### config.mk
export PLATFORM = sky130hd
export DESIGN_NAME = y_fetch_queue
export DESIGN_NICKNAME = d
export VERILOG_FILES = /design/src/rtl/y_fetch_queue.sv
export SDC_FILE = /design/constraint.sdc
export NUM_CORES = 1
export LEC_CHECK = 0
export CAP_MARGIN = 0
export CORE_ASPECT_RATIO = 0.5
export CORE_UTILIZATION = 61
export CTS_BUF_LIST = sky130_fd_sc_hd__clkbuf_4
export DETAILED_ROUTE_END_ITERATION = 7
export PLACE_DENSITY_LB_ADDON = 0.25
export SYNTH_ARGS = -nofsm -noshare
export SYNTH_HDL_FRONTEND = slang
export SYNTH_SLANG_ARGS = --single-unit
### constraint.sdc
create_clock -name clk -period 9.5 [get_ports clk]
set_input_delay 1.9 -clock clk [delete_from_list [all_inputs] [get_ports clk]]
set_output_delay 1.9 -clock clk [all_outputs]
set_load 0.03 [all_outputs]
### src/rtl/y_fetch_queue.sv
// Instruction fetch unit: owns the fetch PC, reads imem over req/ack, and buffers
// up to DEPTH {instruction, PC} pairs for decode behind a valid/ready handshake.
module y_fetch_queue #(
    parameter int          DEPTH    = 4,
    parameter logic [31:0] RESET_PC = 32'h0000_0028
) (
    input  logic                         clk,
    input  logic                         reset,
    input  logic                         redirect,
    input  logic [31:0]                  redirectPC,
    output logic                         imem_req,
    output logic [31:0]                  imem_addr,
    input  logic                         imem_ack,
    input  logic [31:0]                  imem_data,
    output logic [31:0]                  ins,
    output logic [31:0]                  insPC,
    output logic                         insValid,
    input  logic                         insReady,
    output logic [$clog2(DEPTH+1)-1:0]   count
);

    localparam int PTR_W = $clog2(DEPTH);
    localparam int CNT_W = $clog2(DEPTH+1);
    localparam logic [CNT_W-1:0] FULL_CNT = CNT_W'(DEPTH);
    localparam logic [31:0]      NOP_INS  = 32'h0000_0013;

    logic [31:0]      r_fetch_pc;
    logic [PTR_W-1:0] r_head;
    logic [PTR_W-1:0] r_tail;
    logic [CNT_W-1:0] r_count;
    logic [31:0]      r_ins_mem [DEPTH];
    logic [31:0]      r_pc_mem  [DEPTH];

    logic w_push;
    logic w_pop;
    logic w_unused_bits;

    // Request depends only on reset and registered occupancy, never on ack/ready.
    assign imem_req  = !reset && (r_count < FULL_CNT);
    assign imem_addr = r_fetch_pc;
    assign insValid  = (r_count != '0);
    assign count     = r_count;
    assign ins       = insValid ? r_ins_mem[r_head] : NOP_INS;
    assign insPC     = insValid ? r_pc_mem[r_head]  : 32'h0;

    assign w_push = imem_req && imem_ack;
    assign w_pop  = insValid && insReady;

    // Low address bits are forced to zero on redirect.
    assign w_unused_bits = ^redirectPC[1:0];

    always_ff @(posedge clk) begin
        if (reset) begin
            r_fetch_pc <= RESET_PC;
            r_head     <= '0;
            r_tail     <= '0;
            r_count    <= '0;
        end else if (redirect) begin
            r_fetch_pc <= {redirectPC[31:2], 2'b00};
            r_head     <= '0;
            r_tail     <= '0;
            r_count    <= '0;
        end else begin
            if (w_push) begin
                r_tail     <= r_tail + PTR_W'(1);
                r_fetch_pc <= r_fetch_pc + 32'd4;
            end
            if (w_pop) begin
                r_head <= r_head + PTR_W'(1);
            end
            case ({w_push, w_pop})
                2'b10:   r_count <= r_count + CNT_W'(1);
                2'b01:   r_count <= r_count - CNT_W'(1);
                default: r_count <= r_count;
            endcase
        end
    end

    // Buffer storage carries no reset; occupancy alone decides what is live.
    always_ff @(posedge clk) begin
        if (w_push && !redirect) begin
            r_ins_mem[r_tail] <= imem_data;
            r_pc_mem[r_tail]  <= r_fetch_pc;
        end
    end

endmodule

# ---- After elaboration in Yosys (flattened, before gate mapping)
# Memories as Yosys holds them, arrays and structs flattened. A register that Yosys moved wholly into a read port is not among the register bits.
# Index checks and enable logic that the tools add are counted.
# Widths: inputs -> output; s select.
dict set report word_totals {
  ram_bits 256
  ff_bits 39
  output_inout_bits 101
  word_cells 36
  mem_count 2
}
dict set report op_classes {
  eq_ne 2
  n_reduce_logical 10
  n_lt_le_gt_ge 1
  n_mux 11
  add_sub_neg 5
}
# name words width rd rd_ports_with_merged_regs wr line
set mem_list {}
lappend mem_list {r_ins_mem 4 32 1 1 1 31} ;# logic [31:0] r_ins_mem [DEPTH];
lappend mem_list {r_pc_mem 4 32 1 1 1 32} ;# logic [31:0] r_pc_mem [DEPTH];
# cell count
set ops {}
lappend ops {{$mux 32} 4}
lappend ops {{$add 32x3->32 const B} 1}
lappend ops {{$mux 2} 4}
lappend ops {{$pmux 3 s2} 1}
lappend ops {{$add 2x1->2 const B} 2}
lappend ops {{$logic_and 1x1->1} 4}
lappend ops {{$reduce_bool 2->1} 2}
lappend ops {{$add 3x1->3 const B} 1}
lappend ops {{$lt 3x3->1 const B} 1}
lappend ops {{$reduce_bool 3->1} 1}
lappend ops {{$sub 3x1->3 const B} 1}
lappend ops {{$eq 2x1->1 const B} 1}
lappend ops {{$eq 2x2->1 const B} 1}
lappend ops {{$logic_not 1->1} 2}
lappend ops {{$mux 1} 2}
lappend ops {{$reduce_or 2->1} 1}

# ---- Logic depth before layout (Yosys ltp)
# Gate-level depths: netlist (run 1).
dict set report logic_depth {
  word_depth 6
  mapped_depth 9
  mapped_depth_nobuf 9
}

# ---- Worst setup path before layout (run 1)
# OpenSTA, ideal clock, no wires.
dict set report synth_timing {
  path_kind {input -> register}
  start {in redirect}
  end {mem r_ins_mem[0][0], enable pin}
  setup_time_ns 0.427
  path_slack_ns 4.781
  stages 5
  arrival_time_ns 4.292
  cell_sequence {clkbuf_1 inv_1 clkbuf_1 clkbuf_1 and3_1}
}
dict set report synth_between {
  elab_chain_len 4
}
# element line
set synth_rtl {}
lappend synth_rtl {{start, declared} 9} ;# input logic redirect,
lappend synth_rtl {{$logic_not 1->1} 81} ;# if (w_push && !redirect) begin
lappend synth_rtl {{$logic_and 1x1->1} 81}
lappend synth_rtl {{$mux 1} 81}
lappend synth_rtl {{$mux 1 (not written as such)} 82} ;# r_ins_mem[r_tail] <= imem_data;
lappend synth_rtl {{end, declared} 31}
# No other way between the ends.

==> results of run 1 <==
## kinds of logic after synthesis
logic type                 Yosys count  share of synthesized area (%)
DFF                                287                           71.0
and+or+nand+nor                    179                           9.16
muxes                               64                           12.2
AOI/OAI and AO/OA                   57                           3.60
buffers and inverters               57                           2.06
xor gates and xnor gates            14                           1.06
adders and majority gates            7                          0.821
other                                1                         0.0324
## sequential cells by signal (all words and copies together) (netlist names), named ones only
register   flops
count          3
r_pc_mem     120
r_tail         2
imem_addr     30
r_ins_mem    128
r_head         2
## layout by cell type, fill, tap and decap left out, types with 11 or more instances in the layout
cell	netlist	routed
edfxtp_1	248	248
clkdlybuf4s50_1	0	163
clkbuf_4	0	89
and2_1	62	62
mux4_2	62	62
dfxtp_1	39	37
nor2_1	34	34
inv_1	16	15
nand2_1	12	12
a311oi_1	12	12
or4_1	11	11
## area by class of cell
| class | instances | share of cell area (%) |
|---|---|---|
| inverter | 17 | 0.449 |
| multi-input combinational | 325 | 22.2 |
| sequential | 287 | 58.0 |
| timing repair buffer | 166 | 11.6 |
| antenna | 1 | 0.0176 |
| clock buffer | 89 | 4.70 |
| clock inverter | 14 | 0.784 |
| tap | 259 | 2.28 |
## power breakdown
part           total (W)  internal [W]  switching, W
Clock           0.000932      0.000480      0.000452
Sequential       0.00142       0.00139     0.0000278
Combinational   0.000186     0.0000862      0.000100
## how the worst max path moves through the flow
stage	startpoint	to	slack [ns]
after floorplan	redirect	r_ins_mem[0][0]$_DFFE_PP_	4.78
after global placement	reset	imem_req	4.20
after detailed placement	reset	imem_req	4.18
final	flip-flop	ins[21]	4.11
after CTS	flip-flop	ins[21]	3.94
after global routing	flip-flop	insPC[27]	3.79
## per-layer routing
layer / up-vias / part of all wire, %
li1: 3057 / -
met1: 3428 / 42
met2: 255 / 49
met3: 31 / 6.8
met4: 0 / 1.5
met5: - / 0
## worst max-delay path, stage by stage, from the launching register on
cell,delay (ns)
dfxtp_4,0.71
buf_4,0.69
mux4_2,0.61
and2_1,0.17
clkdlybuf4s50_1,0.61
## through the flow
step	utilization [%]	hold slack, ns	cells
2_1_floorplan	-	0.469	669
3_3_place_gp	72.6	0.476	1054
3_5_place_dp	72.6	0.498	1054
4_1_cts	76.9	0.507	1157
5_1_grt	76.9	0.548	1158
6_report	76.9	0.511	1158
==> metrics, run 1 <==
Crit. End Element=primary output; pre-CTS worst setup slack=4.18 ns; most numerous cell in the Yosys netlist=edfxtp_1; clock tree skew after final layout=0.0273 ns; post-DR vias/cell=5.85; DRC violation total after the first TritonRoute iteration=413; main flop type after synthesis=edfxtp_1; count of endpoints failing setup in the final report=0; area leader, netlist=edfxtp_1; first-pass GRT wire length=36.5 mm; CTS Root Buffer Type=clkbuf_4; slack of the worst reg-to-reg path=6.42 ns; worst hold endpoint=r_tail[1]$_SDFFE_PP0P_; die height=99.4 um; final critical delay including setup and external delays=5.39 ns; Most Crowded Layer GR=met2; crit path launch type=flip-flop; iteration count of the initial detailed-routing pass=5; port buffer count=163; required time of the critical path=7.60 ns; antenna-violating nets left=0; overall global routing resource usage=24.9%; final hold violation count=0; total via count in the routed design=6,771; largest fanout on the critical path=35; row count=35; static leakage=4.55 nW; DP Wirelength=13.5 mm; proportion of register bits with asynchronous set or reset after synthesis=0%; number of antenna violations at the first check in global routing=1; largest vdd supply drop=0.0000967 V; arrival time reported for the critical path endpoint=3.49 ns; number of enable flip-flop cells after synthesis=248; fraction of final layout cells with drive strength greater than 1=19.6%; footprint of the flip-flops and latches=0.00824 sq mm; critical setup path kind=flip-flop to primary output; global-route met2 utilization=40.4%; clk_lat worst skew=0.70 ns; list of most frequent post-synthesis cells=edfxtp_1 (248), and2_1 (62), mux4_2 (62), dfxtp_1 (39), nor2_1 (34); Net count, final=932; Final Total Pwr=0.00254 W; Multi-input gate area=0.00315 sq mm; Final period util=56.7%; pwr/cell area=179 mW/mm^2; count of distinct cell types in the synthesized netlist=52; met3 layer usage reported by global route=6.31%; Post-Syn Area per Cell=17.4 sq um; final weighted congestion in routability-driven placement=0.753; Crit Reg-Reg Endpoint=count[2]$_SDFFE_PP0P_; summed area of non-filler cells in the final layout=0.0142 sq mm; outcome=finished clean; share of synthesized area occupied by flip-flops and latches=71.0%; maximum number of pins on one net before global-route repair=63; met1 Usage GRT=33.6%; count of cells along the worst register-to-register path=9; Die Outline Area=0.0196 sq mm; Syn. warnings=0; fraction of synthesized cell area taken by the top area cell type=64.3%; via count of the first global-routing pass=6,897; max-slew headroom at the worst pin=30.6%; Hold-fix buffers, CTS=0; reg-to-reg startpoint=count[2]$_SDFFE_PP0P_; Layout area overhead=22.7%; startpoint of the lowest-slack hold path=r_tail[1]$_SDFFE_PP0P_; synthesis-stage register bit count=287; number of sinks handled by clock tree synthesis=287; synthesized area=0.0116 sq mm; Max H-tree Level=2; RSZ-0062 raised after global routing=no; WL/cell=20.4 um; hold path depth=2; area of the core=0.0185 sq mm; count of max-cap constraint violations=0; clock-pin slew reported for the worst setup and hold paths after clock tree synthesis=0.07 ns; final-report max-slew violation count=0; largest cells by area after synthesis=edfxtp_1 (64%), mux4_2 (12%), dfxtp_1 (6.7%), and2_1 (3.3%), nor2_1 (1.1%); number of cells produced by synthesis=666; overall routed net length=23.7 mm; Die X-Extent=197 um; maximum number of buffers from clock root to sink=3; cells resized by post-CTS repair=0; number of setup buffers added after CTS=0; min setup slack post-route=4.11 ns; summed negative setup slack over all endpoints=0 ns; CTS tree=yes; effective utilization at floorplan=62.7%; number of top-level pins=170; slew at the pin with the worst max-slew slack=1.04 ns; number of design rule violations left after detail routing=0; class of the worst hold path=flip-flop to flip-flop; aggregate global routing overflow=0; TritonCTS Buffers=59; Placed Area=0.0134 sq mm; Filler Cells Inserted=1,102; Max Clock Freq=186 MHz
(Power assumes the default switching activity.)
==> inputs of run 2 (changes only) <==
CORE_UTILIZATION = 51   (was 61)
clock period = 4.62 ns   (was 9.5 ns; I/O delays follow)
==> metrics, run 2 (synthesis results as in run 1) <==
outcome=finished clean (unchanged); clock-pin slew reported for the worst setup and hold paths after clock tree synthesis=0.07 ns (about the same); number of sinks handled by clock tree synthesis=287 (unchanged); crit path launch type=flip-flop (unchanged); number of top-level pins=170 (unchanged); count of max-cap constraint violations=0 (unchanged); via count of the first global-routing pass=7,074 (was 6,897); arrival time reported for the critical path endpoint=3.13 ns (was 3.49 ns); post-DR vias/cell=5.51 (was 5.85); cells resized by post-CTS repair=0 (unchanged); maximum number of buffers from clock root to sink=3 (unchanged); Net Sw Power=0.00121 W (was 0.000580 W); number of antenna violations at the first check in global routing=1 (unchanged); CTS Root Buffer Type=clkbuf_4 (unchanged); Max H-tree Level=3 (was 2); part of the total power dissipated in sequential elements=55.6% (was 55.9%); most frequent standard cell in the layout excluding fill and tap cells=edfxtp_1 (unchanged); slew at the pin with the worst max-slew slack=1.04 ns (about the same); Final Total Pwr=0.00524 W (was 0.00254 W); footprint of the flip-flops and latches=0.00824 sq mm (unchanged); antenna-violating nets left=0 (unchanged); count of endpoints failing setup in the final report=0 (unchanged); final-report max-slew violation count=0 (unchanged); Layout area overhead=23.7% (was 22.7%); CTS tree=yes (unchanged); internal power consumption=0.00404 W (was 0.00196 W); fraction of final layout cells with drive strength greater than 1=21.1% (was 19.6%); Die X-Extent=215 um (was 197 um); cell family with most CP delay=buffers and inverters (unchanged); flip-flop count of the largest register after layout=128 (unchanged); DRC violation total after the first TritonRoute iteration=407 (was 413); die height=109 um (was 99.4 um); iteration count of the initial detailed-routing pass=4 (was 5); clock tree skew after final layout=0.0376 ns (was 0.0273 ns); Net count, final=944 (was 932); final hold violation count=0 (unchanged); critical setup path kind=flip-flop to primary output (unchanged); overall global routing resource usage=21.7% (was 24.9%); commonest cells after routing, fill and taps aside=edfxtp_1 (248), clkdlybuf4s50_1 (163), clkbuf_4 (102) (was edfxtp_1 (248), clkdlybuf4s50_1 (163), clkbuf_4 (89)); overall routed net length=24.5 mm (was 23.7 mm); Die Outline Area=0.0234 sq mm (was 0.0196 sq mm); Multi-input gate area=0.00315 sq mm (unchanged); Crit. End Element=primary output (unchanged); number of placed cells counting well taps=1,100 (was 1,054); Filler Cells Inserted=1,636 (was 1,102); final critical delay including setup and external delays=4.05 ns; DP Wirelength=14.5 mm (was 13.5 mm); aggregate global routing overflow=0 (unchanged); Sw Share=23.0% (was 22.9%); RSZ-0062 raised after global routing=no (unchanged); WL/cell=20.3 um (was 20.4 um); max-slew headroom at the worst pin=30.2% (was 30.6%); cell with the largest stage delay on the worst path=clkdlybuf4s50_1 (was dfxtp_4); number of standard cells in the final layout excluding fillers=1,211 (was 1,158); static leakage=4.61 nW (was 4.55 nW); class of the worst hold path=flip-flop to flip-flop (unchanged); Max Clock Freq=247 MHz; area of the core=0.0220 sq mm (was 0.0185 sq mm); clock share of power=37.0% (was 36.7%); final weighted congestion in routability-driven placement=0.851 (was 0.753); row count=38 (was 35); port buffer count=163 (unchanged); required time of the critical path=3.70 ns (was 7.60 ns); largest fanout on the critical path=62 (was 35); total via count in the routed design=6,667 (was 6,771); crit path cell chain=nor3_1 > inv_2 > and2_1 > clkdlybuf4s50_1 (was buf_4 > mux4_2 > and2_1 > clkdlybuf4s50_1); TritonCTS Buffers=66 (was 59); maximum number of pins on one net before global-route repair=63 (unchanged); register name with the most flops=r_ins_mem (unchanged); number of setup buffers added after CTS=0 (unchanged); peak per-stage delay on the critical path=0.60 ns (was 0.71 ns); clk_lat worst skew=0.63 ns (was 0.70 ns); number of design rule violations left after detail routing=0 (unchanged); combinational power share=7.3% (about the same); largest vdd supply drop=0.000170 V (was 0.0000967 V); effective utilization at floorplan=52.7% (was 62.7%); Hold-fix buffers, CTS=0 (unchanged); summed negative setup slack over all endpoints=0 ns (unchanged); buffers plus inverters on the worst setup path=2 (unchanged); Final period util=87.7%; first-pass GRT wire length=38.2 mm (was 36.5 mm); pwr/cell area=366 mW/mm^2 (was 179 mW/mm^2)
-- run 2: stage by stage --
step	hold slack (ns)	cell area, sq um	util (%)	setup slack, ns
final	0.496	14300	65.2	0.567
after global routing	0.546	14300	65.2	0.261
after CTS	0.498	14300	65.2	0.480
after detailed placement	0.489	13500	61.6	1.18
after global placement	0.479	13500	61.6	1.17
after floorplan	0.469	11600	-	0.877
-- run 2: cell type report --
cell class              instances  share of cell area (%)
well taps                     300                    2.62
repair buffers                171                    11.9
flip-flops and latches        287                    57.5
clock buffers                 102                    5.34
clock inverters                 8                   0.218
diodes                          1                  0.0175
inverters                      17                   0.445
multi-input cells             325                    22.0
-- run 2: routing by layer --
metal  up-vias  GRT usage [%]  share of wire (%)
li1       3080              -                  -
met1      3339           29.8                 45
met2       199           34.4                 47
met3        49           4.92                5.5
met4         0           7.60                2.4
met5         -              0                  0
-- run 2: worst paths after layout --
path                                             start  cells past startpoint                endpoint  slack, ns
worst max-delay path             count[2]$_SDFFE_PP0P_                      4               insPC[30]       0.57
worst min-delay path            r_tail[1]$_SDFFE_PP0P_                      2  r_tail[1]$_SDFFE_PP0P_       0.50
worst max register to register   count[2]$_SDFFE_PP0P_                      9   count[2]$_SDFFE_PP0P_       1.52
worst min register to register  r_tail[1]$_SDFFE_PP0P_                      2  r_tail[1]$_SDFFE_PP0P_       0.50
-- run 2: power groups by stage --
stage	clock network, W	registers, W	logic, W
after floorplan	0	0.00299	0.000168
after global placement	0	0.00297	0.000382
after detailed placement	0	0.00297	0.000387
after CTS	0.00199	0.00292	0.000388
after global routing	0.00213	0.00292	0.000410
final	0.00194	0.00292	0.000384
-- run 2: worst register-to-register path, delay by kind of cell, from the launching register on --
family	cells	cell delay (ns)
and+or+nand+nor	3	0.81
buffers and inverters	2	0.82
xor gates and xnor gates	1	0.16
adders and majority gates	2	0.58
AOI/OAI and AO/OA	1	0.15
DFF	1	0.53
==> inputs of run 3 (changes only) <==
CORE_UTILIZATION = 48   (was 51)
SETUP_SLACK_MARGIN = 0.02   (was not set)
==> metrics, run 3 (synthesis results as in run 1) <==
outcome=finished clean (unchanged); count of cells along the worst register-to-register path=10 (was 9); number of sinks handled by clock tree synthesis=287 (unchanged); Crit. Startpoint=count[2]$_SDFFE_PP0P_ (unchanged); overall routed net length=25.2 mm (was 24.5 mm); Filler Cells Inserted=1,762 (was 1,636); clock share of power=36.3% (was 37.0%); count of endpoints failing setup in the final report=0 (unchanged); reg-to-reg startpoint=count[2]$_SDFFE_PP0P_ (unchanged); die height=112 um (was 109 um); fraction of final layout cells with drive strength greater than 1=20.4% (was 21.1%); crit path launch type=flip-flop (unchanged); final hold violation count=0 (unchanged); overall global routing resource usage=21.0% (was 21.7%); Layout area overhead=24.2% (was 23.7%); number of top-level pins=170 (unchanged); aggregate global routing overflow=0 (unchanged); register name with the most flops=r_ins_mem (unchanged); first-pass GRT wire length=39.4 mm (was 38.2 mm); total via count in the routed design=6,742 (was 6,667); most frequent standard cell in the layout excluding fill and tap cells=edfxtp_1 (unchanged); Multi-input gate area=0.00315 sq mm (unchanged); via count of the first global-routing pass=7,074 (unchanged); Crit Reg-Reg Endpoint=count[2]$_SDFFE_PP0P_ (unchanged); internal power consumption=0.00396 W (was 0.00404 W); final weighted congestion in routability-driven placement=0.789 (was 0.851); port buffer count=163 (unchanged); row count=39 (was 38); antenna cells=0 (was 1); slew at the pin with the worst max-slew slack=1.06 ns (was 1.04 ns); clock-pin slew reported for the worst setup and hold paths after clock tree synthesis=0.08 ns (was 0.07 ns); static leakage=4.61 nW (about the same); DP Wirelength=15.2 mm (was 14.5 mm); required time of the critical path=3.70 ns (about the same); largest fanout on the critical path=62 (unchanged); CTS Root Buffer Type=clkbuf_4 (unchanged); Net Sw Power=0.00122 W (was 0.00121 W); max-slew headroom at the worst pin=28.9% (was 30.2%); clock tree skew after final layout=0.0428 ns (was 0.0376 ns); Die X-Extent=222 um (was 215 um); Hold-fix buffers, CTS=0 (unchanged); post-DR vias/cell=5.51 (about the same); Max Clock Freq=238 MHz (was 247 MHz); critical setup path kind=flip-flop to primary output (unchanged); TritonCTS Buffers=61 (was 66); hold slack final=0.520 ns (was 0.496 ns); footprint of the flip-flops and latches=0.00824 sq mm (unchanged); final critical delay including setup and external delays=4.21 ns (was 4.05 ns); Critical Path Sink=ins[13] (was insPC[30]); Max H-tree Level=2 (was 3); WL/cell=20.6 um (was 20.3 um); clk_lat worst skew=0.70 ns (was 0.63 ns); number of antenna violations at the first check in global routing=0 (was 1); maximum number of pins on one net before global-route repair=63 (unchanged); flip-flop count of the largest register after layout=128 (unchanged); number of design rule violations left after detail routing=0 (unchanged); cells resized by post-CTS repair=0 (unchanged); CTS tree=yes (unchanged); summed negative setup slack over all endpoints=0 ns (unchanged); Final period util=91.1% (was 87.7%); antenna-violating nets left=0 (unchanged); combinational power share=7.5% (was 7.3%); Sw Share=23.5% (was 23.0%); part of the total power dissipated in sequential elements=56.3% (was 55.6%); Die Outline Area=0.0248 sq mm (was 0.0234 sq mm); effective utilization at floorplan=49.9% (was 52.7%); maximum number of buffers from clock root to sink=3 (unchanged); DRC violation total after the first TritonRoute iteration=406 (was 407); RSZ-0062 raised after global routing=no (unchanged); area of the core=0.0232 sq mm (was 0.0220 sq mm); commonest cells after routing, fill and taps aside=edfxtp_1 (248), clkdlybuf4s50_1 (163), clkbuf_4 (94) (was edfxtp_1 (248), clkdlybuf4s50_1 (163), clkbuf_4 (102)); arrival time reported for the critical path endpoint=3.29 ns (was 3.13 ns); final-report max-slew violation count=0 (unchanged); count of max-cap constraint violations=0 (unchanged); class of the worst hold path=flip-flop to flip-flop (unchanged); Net count, final=942 (was 944); iteration count of the initial detailed-routing pass=5 (was 4); largest vdd supply drop=0.000144 V (was 0.000170 V); slack of the worst reg-to-reg path=1.61 ns (was 1.52 ns); Crit. End Element=primary output (unchanged); pwr/cell area=360 mW/mm^2 (was 366 mW/mm^2); number of setup buffers added after CTS=0 (unchanged)
==> run 3: cell types whose count changed in the layout (fill, tap and decap cells not counted) <==
cell | previous run | this run
clkinv_2 | 1 | 2
buf_4 | 7 | 6
inv_2 | 4 | 3
clkbuf_4 | 102 | 94
buf_12 | 1 | 5
clkinv_1 | 5 | 16
diode_2 | 1 | 0
==> run 3: per-stage QoR <==
stage               cells  setup WS (ns)  area, sq um  utilization, %  total power (W)
finish               1223          0.410        14400            61.9          0.00518
global route         1223          0.224        14400            61.9          0.00540
CTS                  1223          0.366        14400            61.9          0.00524
detailed placement   1110          0.999        13600            58.6          0.00336
global placement     1110           1.15        13600            58.6          0.00335
floorplan             669          0.877        11600               -          0.00316
==> run 3: area by class of cell <==
class                   count  share of cell area [%]
clock buffers              94                    4.90
clock inverters            19                   0.513
inverters                  17                   0.444
multi-input cells         325                    21.9
flip-flops and latches    287                    57.2
well taps                 307                    2.67
repair buffers            174                    12.3
==> run 3: routing by layer <==
layer,routed length [um],vias up,share of wire (%),global-route usage [%]
li1,-,3079,-,-
met1,10900,3404,43,28.0
met2,12300,209,49,34.2
met3,1420,50,5.6,4.49
met4,598,0,2.4,7.82
met5,0,-,0,0
==> run 3: power groups by stage <==
stage / clock, W / combinational (W) / sequential, W
2_1_floorplan: 0 / 0.000168 / 0.00299
6_report: 0.00188 / 0.000387 / 0.00292
4_1_cts: 0.00193 / 0.000392 / 0.00292
3_5_place_dp: 0 / 0.000390 / 0.00297
5_1_grt: 0.00206 / 0.000412 / 0.00292
3_3_place_gp: 0 / 0.000384 / 0.00297
==> run 3: critical path: stages (launching register included) <==
cell and delay [ns]:
dfxtp_1 0.30, buf_4 0.16, nor3_1 0.53, inv_2 0.59
and2_1 0.36, clkdlybuf4s50_1 0.60
==> run 3: worst min-delay path by stage <==
stage                                       from                      to  slack (ns)  cells past startpoint
after floorplan           r_tail[1]$_SDFFE_PP0P_  r_tail[1]$_SDFFE_PP0P_        0.47                      2
after global placement    r_tail[1]$_SDFFE_PP0P_  r_tail[1]$_SDFFE_PP0P_        0.49                      2
after detailed placement  r_tail[1]$_SDFFE_PP0P_  r_tail[1]$_SDFFE_PP0P_        0.51                      2
after CTS                 r_tail[1]$_SDFFE_PP0P_  r_tail[1]$_SDFFE_PP0P_        0.52                      2
after global routing      r_head[1]$_SDFFE_PP0P_  r_head[1]$_SDFFE_PP0P_        0.56                      2
final                     r_tail[1]$_SDFFE_PP0P_  r_tail[1]$_SDFFE_PP0P_        0.52                      2
